## config.mk

```make
export PLATFORM = sky130hd
export DESIGN_NAME = seq_scan_ctrl
export DESIGN_NICKNAME = d
export VERILOG_FILES = /design/src/rtl/seq_scan_pkg.sv /design/src/rtl/seq1001_core.sv /design/src/rtl/seq_scan_ctrl.sv
export SDC_FILE = /design/constraint.sdc
export NUM_CORES = 1
export LEC_CHECK = 0
export ABC_AREA = 1
export CORE_ASPECT_RATIO = 1.2
export CORE_MARGIN = 2
export CORE_UTILIZATION = 25
export DETAILED_ROUTE_END_ITERATION = 10
export MAX_ROUTING_LAYER = met4
export PLACE_DENSITY_LB_ADDON = 0.1
export SLEW_MARGIN = 25
export SYNTH_ARGS = -nofsm -noshare
export SYNTH_HDL_FRONTEND = slang
export SYNTH_SLANG_ARGS = --single-unit
```

## constraint.sdc

```tcl
create_clock -name clk -period 1.6 [get_ports clk]
set_input_delay 0.32 -clock clk [delete_from_list [all_inputs] [get_ports clk]]
set_output_delay 0.32 -clock clk [all_outputs]
set_load 0.05 [all_outputs]
```

## src/rtl/seq_scan_pkg.sv

```systemverilog
// Shared encodings and default sizing for the word-level "1001" scan controller.
package seq_scan_pkg;

    localparam int DEF_WIDTH = 8;
    localparam int DEF_CNT_W = 4;

    localparam logic [1:0] ST_IDLE  = 2'd0;
    localparam logic [1:0] ST_SHIFT = 2'd1;
    localparam logic [1:0] ST_DONE  = 2'd2;

    localparam logic [1:0] CORE_S0 = 2'd0;
    localparam logic [1:0] CORE_S1 = 2'd1;
    localparam logic [1:0] CORE_S2 = 2'd2;
    localparam logic [1:0] CORE_S3 = 2'd3;

endpackage

```

## src/rtl/seq1001_core.sv

```systemverilog
// Bit-serial overlapping "1001" detector; state advances only on en or clr.
module seq1001_core
    import seq_scan_pkg::*;
(
    input  logic clk,
    input  logic rst,
    input  logic en,
    input  logic clr,
    input  logic din,
    output logic hit
);

    logic [1:0] r_state;
    logic [1:0] w_next;

    always_comb begin
        w_next = CORE_S0;
        case (r_state)
            CORE_S0: w_next = din ? CORE_S1 : CORE_S0;
            CORE_S1: w_next = din ? CORE_S1 : CORE_S2;
            CORE_S2: w_next = din ? CORE_S1 : CORE_S3;
            CORE_S3: w_next = din ? CORE_S1 : CORE_S0;
            default: w_next = CORE_S0;
        endcase
    end

    always_ff @(posedge clk or negedge rst) begin
        if (!rst) begin
            r_state <= CORE_S0;
        end else if (clr) begin
            r_state <= CORE_S0;
        end else if (en) begin
            r_state <= w_next;
        end
    end

    assign hit = en & (r_state == CORE_S3) & din;

endmodule

```

## src/rtl/seq_scan_ctrl.sv

```systemverilog
// Word-level controller: accepts a word, streams it MSB-first into the
// detector core, and returns a saturating match count plus last-bit hit flag.
module seq_scan_ctrl
    import seq_scan_pkg::*;
#(
    parameter int WIDTH = DEF_WIDTH,
    parameter int CNT_W = DEF_CNT_W
) (
    input  logic             clk,
    input  logic             rst,
    input  logic             in_valid,
    output logic             in_ready,
    input  logic [WIDTH-1:0] in_data,
    input  logic             in_keep,
    output logic             out_valid,
    input  logic             out_ready,
    output logic [CNT_W-1:0] out_count,
    output logic             out_last_hit,
    output logic             busy
);

    localparam int BCW = $clog2(WIDTH);

    logic [1:0]       r_state;
    logic [WIDTH-1:0] r_shift;
    logic [BCW-1:0]   r_bitcnt;
    logic [CNT_W-1:0] r_count;
    logic             r_last_hit;

    logic w_accept;
    logic w_en;
    logic w_clr;
    logic w_hit;

    assign w_accept = (r_state == ST_IDLE) & in_valid;
    assign w_en     = (r_state == ST_SHIFT);
    // History is only cleared at accept time; keep=1 lets a match span words.
    assign w_clr    = w_accept & ~in_keep;

    seq1001_core u_core (
        .clk (clk),
        .rst (rst),
        .en  (w_en),
        .clr (w_clr),
        .din (r_shift[WIDTH-1]),
        .hit (w_hit)
    );

    always_ff @(posedge clk or negedge rst) begin
        if (!rst) begin
            r_state    <= ST_IDLE;
            r_shift    <= '0;
            r_bitcnt   <= '0;
            r_count    <= '0;
            r_last_hit <= 1'b0;
        end else begin
            case (r_state)
                ST_IDLE: begin
                    if (in_valid) begin
                        r_shift    <= in_data;
                        r_bitcnt   <= BCW'(WIDTH - 1);
                        r_count    <= '0;
                        r_last_hit <= 1'b0;
                        r_state    <= ST_SHIFT;
                    end
                end
                ST_SHIFT: begin
                    r_shift <= {r_shift[WIDTH-2:0], 1'b0};
                    if (w_hit && (r_count != '1)) begin
                        r_count <= r_count + 1'b1;
                    end
                    if (r_bitcnt == '0) begin
                        r_last_hit <= w_hit;
                        r_state    <= ST_DONE;
                    end else begin
                        r_bitcnt <= r_bitcnt - 1'b1;
                    end
                end
                ST_DONE: begin
                    if (out_ready) begin
                        r_state <= ST_IDLE;
                    end
                end
                default: r_state <= ST_IDLE;
            endcase
        end
    end

    assign in_ready     = (r_state == ST_IDLE);
    assign out_valid    = (r_state == ST_DONE);
    assign busy         = (r_state == ST_SHIFT) | (r_state == ST_DONE);
    assign out_count    = r_count;
    assign out_last_hit = r_last_hit;

endmodule

```

# ---- Word level (Yosys, flattened, before mapping)
# Cells that the tools add are included.
dict set report classes {
  n_addsub 2
  n_eq_ne 11
  mux 21
  bitwise_logic 6
  reduce_logical 12
}
# cell n
set op_table {}
lappend op_table {{$pmux 8 s2} 1}
lappend op_table {{$mux 2} 7}
lappend op_table {{$pmux 2 s3} 2}
lappend op_table {{$reduce_and 3->1} 4}
lappend op_table {{$mux 4} 2}
lappend op_table {{$mux 8} 1}
lappend op_table {{$ne 2x2->1 const B} 4}
lappend op_table {{$pmux 4 s2} 1}
lappend op_table {{$eq 2x2->1 const B} 3}
lappend op_table {{$mux 3} 2}
lappend op_table {{$pmux 3 s2} 1}
lappend op_table {{$add 4x1->4 const B} 1}
lappend op_table {{$and 1x1->1} 4}
lappend op_table {{$eq 2x1->1 const B} 2}
lappend op_table {{$logic_not 2->1} 2}
lappend op_table {{$ne 4x4->1 const B} 1}
lappend op_table {{$reduce_bool 2->1} 2}
lappend op_table {{$logic_not 3->1} 1}
lappend op_table {{$mux 1} 3}
lappend op_table {{$sub 3x1->3 const B} 1}
lappend op_table {{$ne 2x1->1 const B} 1}
lappend op_table {{$pmux 1 s2} 1}
lappend op_table {{$reduce_and 2->1} 1}
lappend op_table {{$reduce_or 2->1} 1}
lappend op_table {{other kinds (3)} 3}
dict set report totals {
  reg_bits 20
  word_cells 58
}

# ---- Depth between registers and ports, before layout
# Gate-level depths: netlist of run 1.
dict set report logic_depth {
  ltp_word 6
  ltp_mapped 10
  mapped_depth_nobuf 9
}

# ---- Cells and area by module
# A second synthesis of run 1 with hierarchy kept.
dict set report unflattened {
  cells_unflattened 155
  area_unflattened_um2 1173.6
}
# mod n_inst cells_per_inst area_per_inst_um2 seq_area_each_um2
set modules_own_cells {}
lappend modules_own_cells {seq_scan_ctrl 1 130 1004.7 450.4}
lappend modules_own_cells {seq1001_core 1 25 168.9 50.0}

# ---- Worst setup path before layout of run 1
# OpenSTA, ideal clock, no wires.
dict set report synth_timing {
  kind {reg-to-reg}
  start {register r_state[0]}
  end {register u_core.r_state[1]}
  setup_ps 125
  t_arrival_ps 1719
  required_ps 1475
  slack_ps -244
  path_stages_with_launch 7
  synth_period_minus_slack_ps 1844
  cell_sequence {dfrtp_1 inv_1 ha_1 nand2_1 or2_2 o2111ai_1 nand2_1}
}
dict set report synth_between {
  elab_chain_cells 4
  elab_cells_between_ends 6
}
# item line
set synth_rtl {}
lappend synth_rtl {{start, declared} seq_scan_ctrl.sv:24} ;# logic [1:0] r_state;
lappend synth_rtl {{start signal, assigned} seq_scan_ctrl.sv:51} ;# r_state <= ST_IDLE;
lappend synth_rtl {{start signal, assigned} seq_scan_ctrl.sv:64} ;# r_state <= ST_SHIFT;
lappend synth_rtl {{start signal, assigned} seq_scan_ctrl.sv:74} ;# r_state <= ST_DONE;
lappend synth_rtl {{$logic_not 2->1 (*)} n/a}
lappend synth_rtl {{named net in_ready} seq_scan_ctrl.sv:12} ;# output logic in_ready,
lappend synth_rtl {{$and 1x1->1 (*)} seq_scan_ctrl.sv:35} ;# assign w_accept = (r_state == ST_IDLE) & in_valid;
lappend synth_rtl {{$and 1x1->1 (*)} seq_scan_ctrl.sv:38} ;# assign w_clr = w_accept & ~in_keep;
lappend synth_rtl {{$mux 2 / $reduce_bool 2->1 (equally long branches)} n/a}
lappend synth_rtl {{end signal, assigned} seq1001_core.sv:33} ;# r_state <= w_next;
lappend synth_rtl {{end, declared} seq1001_core.sv:13} ;# logic [1:0] r_state;
# Mark *: on every way through the listed nets, which the timed path passes. The rest lies on a longest branch.
# A chain may end at the register's enable or synchronous reset.

# ---- Final worst setup path of run 1
dict set report layout_timing {
  start {register r_state[1]}
  end {output busy}
}
dict set report layout_between {
  elab_chain_cells 2
  elab_cells_between_ends 3
}
# item line
set layout_rtl {}
lappend layout_rtl {{$eq 2x1->1 / $eq 2x2->1 (equally long branches)} seq_scan_ctrl.sv:91} ;# assign busy = (r_state == ST_SHIFT) | (r_state == ST_DONE);
lappend layout_rtl {{$or 1x1->1 (*)} seq_scan_ctrl.sv:91}
lappend layout_rtl {{end, declared} seq_scan_ctrl.sv:19} ;# output logic busy
# Every way passes the cells marked *; elsewhere a longest branch is shown, timed or not.

==> results of run 1 <==
power breakdown:
part,internal (mW),switching (mW)
Clock,0.334,0.170
Combinational,0.903,1.15
Sequential,0.725,0.144
Total,1.96,1.47
worst paths after layout:
path | slack [ns] | start | endpoint
worst max register to register | 0.11 | r_state[1] | u_core.r_state[1]
min in group clk | 0.48 | out_last_hit | out_last_hit
worst max-delay path | 0.05 | r_state[1] | busy
worst min register to register | 0.48 | out_last_hit | out_last_hit
worst min-delay path | 0.41 | rst | r_shift[5]
max in group asynchronous | 0.98 | rst | r_state[1]
final cells by class:
type,instances,area (µm²),share of cell area
Timing Repair Buffer,28,340,0.207
Tap cell,58,72.6,0.0440
Inverter,17,66.3,0.0402
Sequential cell,20,500,0.304
Multi-Input combinational cell,105,597,0.362
Clock buffer,3,41.3,0.0251
Clock inverter,1,30.0,0.0182
per-stage QoR:
step                area, µm²  hold WS, ns
floorplan                1190       0.0244
global placement         1570        0.480
global route             1650        0.438
CTS                      1640        0.418
detailed placement       1570        0.462
finish                   1650        0.408
registers in the layout, summed over array words and instances (netlist names):
| name | cells |
|---|---|
| r_shift | 8 |
| u_core.r_state | 2 |
| out_last_hit | 1 |
| out_count | 4 |
| r_state | 2 |
| r_bitcnt | 3 |
repair_timing:
| action | in CTS | in global routing |
|---|---|---|
| setup endpoints to repair | 0 | 16 |
| gates resized for setup | 0 | 4 |
| hold endpoints to repair | 0 | 0 |
per-layer routing:
layer	track usage	vias to the layer above
met1	0.144	473
met5	-	-
met2	0.176	15
li1	-	519
met4	0.0367	0
met3	0.0170	4
critical path: cells and delay by family, from the launching register on:
family | cells | cell delay [ns]
flip-flops | 1 | 0.38
buffers and inverters | 3 | 0.34
adder cells (fa/ha/maj) | 1 | 0.27
placed cells by master (no fill, tap or decap), drive strengths merged, types with 6 or more instances in the layout:
master	Yosys	final
nand2	42	42
dfrtp	20	20
nor2	18	18
inv	17	17
buf	4	16
clkdlybuf4s50	0	12
ha	11	11
nand3	9	9
o21ai	7	7
a31oi	6	6
cell families (layout without fill, tap and decap cells):
group,Yosys count,in the layout,synth area share
compound gates,20,20,0.106
flops,20,20,0.425
fa+ha+maj,11,11,0.117
buf+inv,21,49,0.0839
xor+xnor,1,1,0.00743
simple gates,73,73,0.261
==> impl_metrics.ini, run 1 <==
[status]
status = complete, no violations

[synthesis]
syn-num-nets = 170
synth.avg_cell_area_um2 = 8.07
ys.flop_type = dfrtp_1
ys_seq_area_frac = 0.425
synth_edf_count = 0
ys_top_cells_by_count = nand2_1, dfrtp_1, nor2_1
ys_ff_latch = 20
syn_inst = 146
ys_async_sr_fraction = 1.00
yosysMostFrequentCell = nand2_1
synth.largest_area_cell = dfrtp_1
synthTopCellsByArea = dfrtp_1, nand2_1, ha_1, nor2_1, inv_1
yosys_warnings = 0
netlist_area_mm2 = 0.00118
synth_cell_types = 22
synth_top_cell_area_share = 0.425

[route]
avgViaCountPerCell = 4.36
met1Wirelength_um = 1210
drt_pass1_iterations = 4
ant_nets = 0
wl_per_cell_um = 11.1
vias = 1011
met3_length_um = 90
dr_wl_met2_um = 1240
remaining_drc_errors = 0
drtIter0Drc = 49
top_layer = met4
wl_um = 2570

[final_layout]
final_nets = 199
syn2layout_area_growth_pct = 39.8
layoutNonFillerInstCount = 232
num_antenna_cells = 0
nFillCells = 476
final_util = 0.361
drive_above_1_share = 0.184

[power_and_ir_drop]
p_per_area_mw_per_mm2 = 2080
ir_drop_uv = 1120
p_leak_nw = 0.783
power_mw = 3.43

[clock_network]
cts_buffers = 3
clockBufferDepth = 2
path_clk_slew_ns = 0.08
cts_setup_buffers = 0
tritoncts = built
cts.sinks = 20
clockRootBuffer = clkbuf_8
htree_levels = 1
clk_latency_ns = 0.26
postCtsHoldBufs = 0

[global_route]
grt_max_degree = 21
track_usage = 0.111
overflow = 0
antenna_found_initial = 0
grt_pass1_wl_um = 4430
grt_pass1_vias = 999

[placed_design]
io_buffers = 20
gp_congestion = 0.807
dpl.cell_count = 228
place_hpwl_um = 1960
pre_cts_slack_ns = 0.0571

[sta]
skew_ns = 0.00294
timing.fmax_ghz = 0.643
worst_pin_slew_ns = 0.270
finalSetupViolations = 0
rsz0062_at_grt = false
min_period_ns = 1.55
drv_slew = 0
fin_ws_ns = 0.0454
post-route-period-util = 0.972
hold_viol_final = 0
fin_setup_tns_ns = 0
max_slew_margin = 0.820

[hold_path]
hp-class = in -> async

[flow_run]
maxCapViolCount = 0

[critical_path]
crit_chain = inv_2 -> buf_4 -> ha_4 -> buf_12
ff2ff_path_depth = 7
cp.required_ns = 1.28
path_class = reg -> out
cp_max_fo = 5
end_kind = output port
cp.arrival_ns = 1.23
slowest_stage = dfrtp_1
cp-start-kind = register
critPathMaxStageDelay_ns = 0.38

[die]
dieWidth_um = 66.7
ioPinCount = 21
dieArea_mm2 = 0.00528
coreArea_mm2 = 0.00456
rows = 27
start_util = 0.258
die_h_um = 79.2
No activity file was read; power rests on OpenSTA's default activity.
==> inputs of run 2 (changes only) <==
--- a/config.mk
+++ b/config.mk
@@ -7,8 +7,8 @@
 export LEC_CHECK = 0
 export ABC_AREA = 1
 export CORE_ASPECT_RATIO = 1.2
-export CORE_MARGIN = 2
 export CORE_UTILIZATION = 25
+export CTS_CLUSTER_SIZE = 40
 export DETAILED_ROUTE_END_ITERATION = 10
 export MAX_ROUTING_LAYER = met4
 export PLACE_DENSITY_LB_ADDON = 0.1
==> run 2 against run 1 <==
  * Setup slack improved by 0.0031 ns
  * Design area increased by 0.61%
  * Global-route usage increased by 1.5 points
  * Register-to-register slack about the same
  * Combinational power about the same
  * Count of clock-buffer cells in the layout unchanged
  * Critical endpoint unchanged
  * Largest cell class unchanged
  * Flip-flop and latch count unchanged
  * Clock skew decreased by 0.0017 ns
  * Power increased by 1.1%
==> impl_metrics.ini, run 2 (same netlist as run 1, synthesis figures left out) <==
[global_route]
grt_max_degree = 21
grt_pass1_wl_um = 4790
antenna_found_initial = 0
overflow = 0
track_usage = 0.126
grt_pass1_vias = 1053

[critical_path]
critPathMaxStageDelay_ns = 0.46
cp_max_fo = 4
rrSetupSlack_ns = 0.11
cp-start-kind = register
cp.required_ns = 1.28
crit_chain = inv_2 -> ha_4 -> buf_12
path_class = reg -> out
cp.arrival_ns = 1.23
slowest_stage = dfrtp_1
end_kind = output port

[route]
avgViaCountPerCell = 4.32
vias = 1003
met3_length_um = 109
met1Wirelength_um = 1280
drtIter0Drc = 58
dr_wl_met2_um = 1270
wl_per_cell_um = 11.6
wl_um = 2680
drt_pass1_iterations = 4
remaining_drc_errors = 0
top_layer = met4
ant_nets = 0

[sta]
skew_ns = 0.00121
timing.fmax_ghz = 0.645
worst_pin_slew_ns = 0.285
min_period_ns = 1.55
finalSetupViolations = 0
max_slew_margin = 0.810
post-route-period-util = 0.970
hold_viol_final = 0
drv_slew = 0
fin_setup_tns_ns = 0
rsz0062_at_grt = false

[final_layout]
syn2layout_area_growth_pct = 40.7
num_antenna_cells = 0
top_register = r_shift
largest_reg_flops = 8
final_cell_mix = nand2_1, dfrtp_1, nor2_1
final_common_cell = nand2_1
final_nets = 199
final_cell_area_mm2 = 0.00166
ff_latch_area_um2 = 500
layoutNonFillerInstCount = 232
drive_above_1_share = 0.178
nFillCells = 488
multi_input_area_um2 = 607

[clock_network]
cts_buffers = 3
clockBufferDepth = 2
path_clk_slew_ns = 0.08
tritoncts = built
clk_latency_ns = 0.26
cts.sinks = 20
clockRootBuffer = clkbuf_8
htree_levels = 1

[die]
dieWidth_um = 64.7
die_h_um = 77.2
start_util = 0.258
dieArea_mm2 = 0.00499
ioPinCount = 21
coreArea_mm2 = 0.00456
rows = 27

[hold_path]
hp-class = in -> async

[placed_design]
io_buffers = 20
dpl.cell_count = 228
gp_congestion = 0.865
place_hpwl_um = 1970
place_area_mm2 = 0.00157

[power_and_ir_drop]
p_seq_frac = 0.253
pwr-share-clk = 0.148
p_leak_nw = 0.785
power_mw = 3.46
p_per_area_mw_per_mm2 = 2090
p_sw_frac = 0.431
ir_drop_uv = 1250
p_switching_mw = 1.49
p_int_mw = 1.97
combPwrFrac = 0.599

[flow_run]
maxCapViolCount = 0

[status]
status = complete, no violations
-- run 2: final cells by class --
class / count / area share
clock buffers: 3 / 0.0249
repair buffers: 28 / 0.205
well taps: 58 / 0.0438
multi-input cells: 105 / 0.366
clock inverters: 1 / 0.0181
inverters: 17 / 0.0400
flip-flops and latches: 20 / 0.302
-- run 2: power groups by stage --
stage	Clock, mW	Sequential, mW	Combinational (mW)
global route	0.558	0.912	2.33
CTS	0.533	0.875	2.09
detailed placement	0	0.883	2.07
global placement	0	0.869	2.04
finish	0.512	0.878	2.07
floorplan	0	0.916	1.31
-- run 2: final timing paths --
| kind | start | cells after the start | end |
|---|---|---|---|
| worst max-delay path | r_state[0] | 3 | busy |
| worst min-delay path | rst | 2 | u_core.r_state[0] |
| worst max register to register | r_state[0] | 6 | u_core.r_state[1] |
| worst min register to register | out_last_hit | 2 | out_last_hit |
| max in group asynchronous | rst | 2 | out_count[3] |
| min in group clk | out_last_hit | 2 | out_last_hit |
-- run 2: what timing repair did --
action	4_1_cts	5_1_grt
resized for setup	1	3
setup buffers	0	0
setup endpoints to repair	1	11
hold buffers	0	0
pin swaps	0	0
-- run 2: layer usage --
layer  track usage  up-vias
met4        0.0400        0
met3        0.0193        2
li1              -      519
met5             -        -
met1         0.165      465
met2         0.196       17
-- run 2: metrics by stage --
step            util  worst slack, ns  hold slack, ns
4_1_cts        0.360           0.0621           0.416
3_5_place_dp   0.345           0.0706           0.468
5_1_grt        0.364         0.000152           0.420
2_1_floorplan      -            0.114          0.0244
6_report       0.364           0.0486           0.406
3_3_place_gp   0.345           0.0853           0.482
-- run 2: worst max-delay path, delay by kind of cell, from the launching register on --
kind / cells / cell delay [ns]
flops: 1 / 0.46
fa+ha+maj: 1 / 0.28
buf+inv: 2 / 0.24
==> inputs of run 3 (changes only) <==
--- a/config.mk
+++ b/config.mk
@@ -6,10 +6,13 @@
 export NUM_CORES = 1
 export LEC_CHECK = 0
 export ABC_AREA = 1
+export CAP_MARGIN = 20
 export CORE_ASPECT_RATIO = 1.2
 export CORE_UTILIZATION = 25
+export CTS_BUF_LIST = sky130_fd_sc_hd__clkbuf_16
 export CTS_CLUSTER_SIZE = 40
 export DETAILED_ROUTE_END_ITERATION = 10
+export GPL_TIMING_DRIVEN = 0
 export MAX_ROUTING_LAYER = met4
 export PLACE_DENSITY_LB_ADDON = 0.1
 export SLEW_MARGIN = 25
==> run 3 against run 2 <==
  * Non-clock buffer count is 1 higher
  * Fmax is 1.2% lower
  * Largest power group unchanged
  * Register-to-register slack hardly changed
  * Power is 1.7% lower
  * Largest cell class unchanged
==> impl_metrics.ini, run 3 (same netlist as run 1, synthesis figures left out) <==
[status]
status = complete, no violations

[critical_path]
timing.rr.end = r_shift[5]
worst-path-stages = 4
cp-start-kind = register
crit_chain = inv_2 -> buf_4 -> ha_4 -> buf_4
cp_common_cell = buf_4
ff2ff_path_depth = 8
rr_startpoint = r_state[1]
cp.required_ns = 1.28
cp.arrival_ns = 1.25
cp_max_fo = 5
critPathMaxStageDelay_ns = 0.36
path_class = reg -> out
worst-path-buf-inv = 3
end_kind = output port
crit_end = busy
rrSetupSlack_ns = 0.11
crit_start = r_state[1]
slowest_stage = dfrtp_1
cp_top_family = buffers and inverters

[global_route]
grt_pass1_vias = 1047
grt_pass1_wl_um = 4660
grt_max_degree = 21
track_usage = 0.121
antenna_found_initial = 0
overflow = 0

[power_and_ir_drop]
p_per_area_mw_per_mm2 = 2130
ir_drop_uv = 1050
p_leak_nw = 0.788

[die]
dieWidth_um = 64.7
die_h_um = 77.2
rows = 27
dieArea_mm2 = 0.00499
coreArea_mm2 = 0.00456
ioPinCount = 21
start_util = 0.258

[sta]
drv_slew = 0
post-route-period-util = 0.981
hold_viol_final = 0
fin_setup_tns_ns = 0
fin_ws_ns = 0.0300
max_slew_margin = 0.665
worst_pin_slew_ns = 0.502
finalSetupViolations = 0
min_period_ns = 1.57
skew_ns = 0.00193
timing.fmax_ghz = 0.637

[flow_run]
maxCapViolCount = 0

[clock_network]
clk_latency_ns = 0.25
htree_levels = 1
cts.sinks = 20
path_clk_slew_ns = 0.06
clockBufferDepth = 2
cts_buffers = 3
tritoncts = built
postCtsHoldBufs = 0
clockRootBuffer = clkbuf_16

[final_layout]
top_register = r_shift
largest_reg_flops = 8
final_cell_mix = nand2_1, dfrtp_1, nor2_1
layoutNonFillerInstCount = 233
final_nets = 200
num_antenna_cells = 0
final_common_cell = nand2_1
syn2layout_area_growth_pct = 35.5
drive_above_1_share = 0.177

[route]
vias = 1034
wl_um = 2720
remaining_drc_errors = 0
avgViaCountPerCell = 4.44
drtIter0Drc = 44
drt_pass1_iterations = 4
wl_per_cell_um = 11.7
ant_nets = 0

[placed_design]
pre_cts_slack_ns = -0.309
dpl.cell_count = 224
gp_congestion = 0.761
io_buffers = 20
place_hpwl_um = 1950

[hold_path]
hp-class = in -> async
run 3: changes by cell type in the layout (fill, tap and decap cells not counted), sizes merged:
cell	previous run	this run
buf	16	13
clkdlybuf4s15	0	1
clkdlybuf4s50	12	11
dlygate4sd2	0	4
run 3: layout make-up:
cell class | instances | area (µm²)
Inverter | 17 | 66.3
Tap cell | 58 | 72.6
Sequential cell | 20 | 500
Fill cell | 504 | 2960
Buffer | 4 | 32.5
Timing Repair Buffer | 25 | 220
Multi-Input combinational cell | 105 | 599
Clock buffer | 3 | 75.1
Clock inverter | 1 | 30.0
run 3: repair_timing:
| item | in CTS | in global routing |
|---|---|---|
| setup buffers | 0 | 5 |
| endpoints found under the hold margin | 0 | 0 |
| setup endpoints to repair | 24 | 22 |
| resized for setup | 25 | 5 |
| pin swaps | 0 | 1 |
run 3: worst min-delay path by stage:
stage                      start                 to  slack, ns
floorplan                    rst       out_count[0]       0.02
global placement    out_last_hit       out_last_hit       0.48
detailed placement  out_last_hit       out_last_hit       0.48
CTS                 out_last_hit       out_last_hit       0.49
global route                 rst        r_bitcnt[2]       0.07
finish                       rst  u_core.r_state[1]       0.03
run 3: worst register-to-register path: stages (launching register included):
cell	delay, ns
dfrtp_1	0.39
inv_2	0.09
ha_1	0.16
buf_6	0.14
inv_4	0.06
o21ai_4	0.24
buf_4	0.17
nor2_1	0.03
a31oi_1	0.14
run 3: layer usage:
layer / share of wire / wire length [µm] / GRT usage / up-vias
met4: 0.027 / 74 / 0.0578 / 0
met3: 0.032 / 87 / 0.0253 / 8
li1: - / - / - / 526
met5: 0 / 0 / - / -
met2: 0.45 / 1210 / 0.186 / 21
met1: 0.49 / 1340 / 0.150 / 479
run 3: power breakdown:
| group | leakage, nW | switching, mW | internal (mW) | total [mW] |
|---|---|---|---|---|
| Clock | 0.0511 | 0.206 | 0.497 | 0.703 |
| Sequential | 0.243 | 0.130 | 0.727 | 0.857 |
| Combinational | 0.494 | 1.15 | 0.697 | 1.85 |
run 3: stage by stage:
stage | power [mW] | hold slack, ns | instance area (µm²) | utilization
detailed placement | 2.65 | 0.479 | 1460 | 0.321
floorplan | 2.23 | 0.0244 | 1190 | -
global placement | 2.61 | 0.477 | 1460 | 0.321
CTS | 3.34 | 0.490 | 1560 | 0.342
global route | 3.69 | 0.0665 | 1600 | 0.350
finish | 3.41 | 0.0298 | 1600 | 0.350
